File: config.mk
export PLATFORM = sky130hd
export DESIGN_NAME = frame_mem_port
export DESIGN_NICKNAME = d
export VERILOG_FILES = /design/src/rtl/frame_mem_port.sv
export SDC_FILE = /design/constraint.sdc
export NUM_CORES = 1
export LEC_CHECK = 0
export BUFFER_PORTS_ARGS = -buffer_cell sky130_fd_sc_hd__buf_2
export CAP_MARGIN = 20
export CORE_UTILIZATION = 40
export DETAILED_ROUTE_END_ITERATION = 8
export PLACE_DENSITY = 0.71
export SYNTH_ARGS = -nofsm -noshare
export SYNTH_HDL_FRONTEND = slang
export SYNTH_SLANG_ARGS = --single-unit
export TNS_END_PERCENT = 30
File: constraint.sdc
create_clock -name clk -period 3.5 [get_ports clk]
set_input_delay 0.35 -clock clk [delete_from_list [all_inputs] [get_ports clk]]
set_output_delay 0.35 -clock clk [all_outputs]
set_load 0.005 [all_outputs]
File: src/rtl/frame_mem_port.sv
`default_nettype none
// ============================================================================
// Module : frame_mem_port
// Maps format-controller requests onto a synchronous frame SRAM and returns
// read words in order at a fixed latency.
// Rev    : 1.0
// ============================================================================
module frame_mem_port #(
  parameter int                ADDR_W       = 16,
  parameter int                ROW_WORDS    = 128,
  parameter logic [ADDR_W-1:0] TEM_BASE     = 'h0000,
  parameter logic [ADDR_W-1:0] WIN_BASE     = 'h4000,
  parameter logic [ADDR_W-1:0] RES_BASE     = 'h8000,
  parameter int                TEM_ROWS     = 16,
  parameter int                TEM_COLS     = 4,
  parameter int                WIN_ROWS     = 48,
  parameter int                WIN_COLS     = 12,
  parameter int                READ_LATENCY = 2,
  parameter int                MAX_OUT      = 4
) (
  input  logic              clk,
  input  logic              rst,
  input  logic              req,
  input  logic              rd_wr,
  input  logic              tem_win,
  input  logic [6:0]        row,
  input  logic [6:0]        col,
  input  logic [31:0]       write_data,
  input  logic              frame_clr,
  output logic              ack,
  output logic [31:0]       read_data,
  output logic              read_valid,
  output logic              read_tag,
  output logic              read_err,
  input  logic              mem_gnt,
  output logic              mem_en,
  output logic              mem_we,
  output logic [ADDR_W-1:0] mem_addr,
  output logic [31:0]       mem_wdata,
  input  logic [31:0]       mem_rdata,
  output logic [15:0]       rd_count,
  output logic [15:0]       wr_count
);

  localparam int                  c_OUTS_W    = $clog2(MAX_OUT + 1);
  localparam logic [c_OUTS_W-1:0] c_max_out   = c_OUTS_W'(MAX_OUT);
  localparam logic [ADDR_W-1:0]   c_row_words = ADDR_W'(ROW_WORDS);

  logic [c_OUTS_W-1:0]   r_outs_cnt;
  logic                  r_mem_en;
  logic                  r_mem_we;
  logic [ADDR_W-1:0]     r_mem_addr;
  logic [31:0]           r_mem_wdata;
  logic [READ_LATENCY:0] r_pv;
  logic [READ_LATENCY:0] r_pt;
  logic [READ_LATENCY:0] r_pe;
  logic [31:0]           r_read_data;
  logic                  r_read_valid;
  logic                  r_read_tag;
  logic                  r_read_err;
  logic [15:0]           r_rd_count;
  logic [15:0]           r_wr_count;

  logic              w_rd_acc;
  logic              w_wr_acc;
  logic              w_in_range;
  logic              w_issue;
  logic [ADDR_W-1:0] w_offset;
  logic [ADDR_W-1:0] w_addr;

  always_comb begin
    w_offset = ADDR_W'(row) * c_row_words + ADDR_W'(col);
    if (rd_wr)
      w_addr = RES_BASE + w_offset;
    else if (tem_win)
      w_addr = WIN_BASE + w_offset;
    else
      w_addr = TEM_BASE + w_offset;

    if (tem_win)
      w_in_range = (32'(row) < WIN_ROWS) && (32'(col) < WIN_COLS);
    else
      w_in_range = (32'(row) < TEM_ROWS) && (32'(col) < TEM_COLS);

    // ack is held low while reset is applied so the port looks fully idle
    w_rd_acc = ~rst & req & ~rd_wr & mem_gnt & (r_outs_cnt < c_max_out);
    w_wr_acc = ~rst & req &  rd_wr & mem_gnt & (r_outs_cnt == '0);
    w_issue  = w_wr_acc | (w_rd_acc & w_in_range);
  end

  always_ff @(posedge clk or posedge rst) begin
    if (rst) begin
      r_outs_cnt   <= '0;
      r_mem_en     <= 1'b0;
      r_mem_we     <= 1'b0;
      r_mem_addr   <= '0;
      r_mem_wdata  <= '0;
      r_pv         <= '0;
      r_pt         <= '0;
      r_pe         <= '0;
      r_read_data  <= '0;
      r_read_valid <= 1'b0;
      r_read_tag   <= 1'b0;
      r_read_err   <= 1'b0;
      r_rd_count   <= '0;
      r_wr_count   <= '0;
    end else begin
      r_mem_en <= w_issue;
      r_mem_we <= w_wr_acc;
      if (w_issue)
        r_mem_addr <= w_addr;
      if (w_wr_acc)
        r_mem_wdata <= write_data;

      // out-of-range reads still occupy a slot so returns stay in order
      r_pv <= {r_pv[READ_LATENCY-1:0], w_rd_acc};
      r_pt <= {r_pt[READ_LATENCY-1:0], tem_win};
      r_pe <= {r_pe[READ_LATENCY-1:0], ~w_in_range};

      r_read_valid <= r_pv[READ_LATENCY];
      r_read_tag   <= r_pv[READ_LATENCY] & r_pt[READ_LATENCY];
      r_read_err   <= r_pv[READ_LATENCY] & r_pe[READ_LATENCY];
      r_read_data  <= (r_pv[READ_LATENCY] & ~r_pe[READ_LATENCY]) ? mem_rdata : '0;

      case ({w_rd_acc, r_read_valid})
        2'b10:   r_outs_cnt <= r_outs_cnt + 1'b1;
        2'b01:   r_outs_cnt <= r_outs_cnt - 1'b1;
        default: r_outs_cnt <= r_outs_cnt;
      endcase

      if (frame_clr)
        r_rd_count <= '0;
      else if (r_read_valid)
        r_rd_count <= r_rd_count + 16'd1;

      if (frame_clr)
        r_wr_count <= '0;
      else if (w_wr_acc)
        r_wr_count <= r_wr_count + 16'd1;
    end
  end

  assign ack        = w_rd_acc | w_wr_acc;
  assign mem_en     = r_mem_en;
  assign mem_we     = r_mem_we;
  assign mem_addr   = r_mem_addr;
  assign mem_wdata  = r_mem_wdata;
  assign read_data  = r_read_data;
  assign read_valid = r_read_valid;
  assign read_tag   = r_read_tag;
  assign read_err   = r_read_err;
  assign rd_count   = r_rd_count;
  assign wr_count   = r_wr_count;

endmodule
`default_nettype wire

==> results_dict.tcl <==
set metrics [dict create \
    met3_wirelength_um 763 \
    setup_repair_after_global_routing_missed_its_margin "no" \
    crit_arrival_ps 2700 \
    min_path_type "in -> reg" \
    layout-area-overhead-vs-synth_pct 35.0 \
    hold_viol_final 0 \
    synth_warnings 0 \
    status "finished clean" \
    die_outline_height_um 114 \
    detailroute.via_count 3969 \
    fin_worst_skew_ps 3.98 \
    clock_latency_of_the_later_clocked_register_in_the_worst_skew_pair_ps 410 \
    cts-buffers-inserted 17 \
    tritoncts_clock_tree "done" \
    die_boundary_width_um 114 \
    htree_num_levels 4 \
    dr.first_iter.drc_count 197 \
    placement_rows 40 \
    synth.top_cells.by_area "dfrtp_1 (64%), nand2_1 (9.0%), and2_1 (4.5%)" \
    cts.hold.buffers_added 0 \
    average_vias_per_placed_instance 4.70 \
    timing.final.max_slew_violations 0 \
    starting_density_of_the_core_pct 41.4 \
    worst-setup-path-type "reg -> reg" \
    worst_hold_check_slack_ps 71.2 \
    cts_post_setup_buffers_inserted 0 \
    kind_of_start_point_of_the_critical_path "flip-flop" \
    ctsRootBufferMaster "clkbuf_16" \
    layout_common_cells "buf_2 (202), dfrtp_1 (129), nand2_1 (121), and2_1 (36), nor2_1 (22)" \
    cp_max_fo 41 \
    antenna_found_initial 0 \
    synth-edff-count 0 \
    clkTransAtPathRegs_ps 50 \
    dominantRegCellSynth "dfrtp_1" \
    yosysSeqAreaShare_pct 64.1 \
    worst_setup_ep_type "flip-flop" \
    synth.cell_area_sq_mm 0.00504 \
    dieArea_sq_mm 0.0130 \
    route.top_layer_used "met4" \
    netlist-cell-type-count 37 \
    route.detailed.wl_per_inst_um 13.7 \
    grt_pass1_wl_um 19400 \
    track_usage_pct 19.3 \
    irDropWorstVdd_uv 341 \
    grt_start_max_net_pins 90 \
    placement.io_buffers 202 \
    dp_hpwl_um 8050 \
    syn-num-nets 548 \
    max_slew.worst_pin.slew_ps 861 \
    clock_sink_count 129 \
    first_global_vias 4109 \
    top_level_port_count 203 \
    max-cap-violations 0 \
    cts-root-to-sink-buffers 2 \
    post_cts.resized_instances 0 \
    synth_async_sr_flop_share_pct 100 \
    final_layout_size_suffix_gt1_share_pct 35.5 \
    first_pass_drt_iterations 4 \
    routed_wl_met2_um 5840 \
    postRouteAntennaNets 0 \
    wirelength_met1_um 4700 \
    total_leakage_power_uw 0.00378 \
    wirelength_um 11600 \
    power_density_mw_per_mm2 591 \
    ys_seq_elements 129 \
    global_route_congestion_overflow_total 0 \
    slew_headroom_pct 42.5 \
    finalNetCount 754 \
    diodes 0 \
    final_common_cell "buf_2" \
    placeableCoreArea_sq_mm 0.0122 \
    setup_viols_final 0 \
    drc 0 \
    syn_avg_cell_area_sq_um 11.0 \
    clock.fmax_mhz 413 \
    finalCriticalPeriod_ps 2420 \
    gp_congestion 0.796 \
    synth_top_area_cell "dfrtp_1" \
    timing.critical_path.required_ps 3780 \
    synth.top_cell.area_share_pct 64.1 \
    synthesis.instances 459 \
    min_period_over_period_pct 69.1 \
    totalNegativeSetupSlack_ps 0 \
]
==> layout make-up <==
cell class                 instances  area (sq um)
fill                            1081          5360
sequential                       129          3230
multi-input combinational        301          1690
timing repair buffer             206          1050
clock buffer                      20           437
tap                              168           210
clock inverter                    11           140
inverter                          10          41.3
==> kinds of logic after synthesis <==
logic type	synth area share, %
fa+ha+maj	1.14
mux	3.06
compound gates	3.30
flops	64.1
xor+xnor	3.65
simple gates	22.5
buf+inv	2.31
==> critical path, cell delays in order, from the launching register on <==
cell	delay, ps
dfrtp_1	380
and4bb_1	550
nand2_1	150
inv_2	530
a31oi_1	100
buf_4	230
mux2_1	330
==> worst paths after layout <==
check	startpoint	end	slack (ps)	depth (start not counted)
min in group asynchronous	rst	read_data[1]	120	2
min	tem_win	r_pt[0]	70	1
max	r_outs_cnt[2]	mem_addr[7]	1080	6
min reg2reg	r_pe[1]	r_pe[2]	350	0
max reg2reg	r_outs_cnt[2]	mem_addr[7]	1080	6
max in group asynchronous	rst	read_data[17]	2450	3
==> state kept, by name (all words and copies together), names as in the netlist, 3 cells and up <==
name	cells
r_pv	3
mem_wdata	32
read_data	32
mem_addr	16
r_outs_cnt	3
wr_count	16
r_pt	3
r_pe	3
rd_count	16
==> stage by stage <==
| step | setup WS [ps] | cell area [sq um] | power, uW | std cells | util [%] |
|---|---|---|---|---|---|
| finish | 1080 | 6800 | 4020 | 845 | 55.9 |
| floorplan | 1550 | 5040 | 2040 | 459 | - |
| detailed placement | 995 | 6230 | 2320 | 814 | 51.2 |
| CTS | 1070 | 6800 | 4070 | 845 | 55.9 |
| global placement | 1070 | 6230 | 2300 | 814 | 51.2 |
| global route | 874 | 6800 | 4220 | 845 | 55.9 |
==> power breakdown <==
part           switching [uW]  internal [uW]
registers                 112           1680
logic                     255            247
clock network             617           1110
total                     984           3040
==> Yosys cell counts (2+ instances only) <==
cell type,count
buf_2,6
or3_1,6
nor2b_1,2
nand3_1,7
and2_1,36
mux2_1,11
mux2i_1,3
nor4_1,4
inv_1,8
or4_1,5
ha_1,3
o31ai_1,4
nor3_1,2
clkbuf_1,12
and3_1,4
nor2_1,22
o21ai_1,8
nand2b_1,2
o21ai_0,2
nand2_1,121
a21oi_1,11
xnor2_1,8
dfrtp_1,129
nand4_1,14
and4_1,4
xor2_1,13
inv_2,2
==> metal layers <==
metal | global-route usage, % | up-vias
li1 | - | 1913
met5 | 0 | -
met1 | 22.2 | 1898
met2 | 32.6 | 137
met3 | 6.51 | 21
met4 | 8.74 | 0
Note: power is estimated with default switching activity, not from simulation.
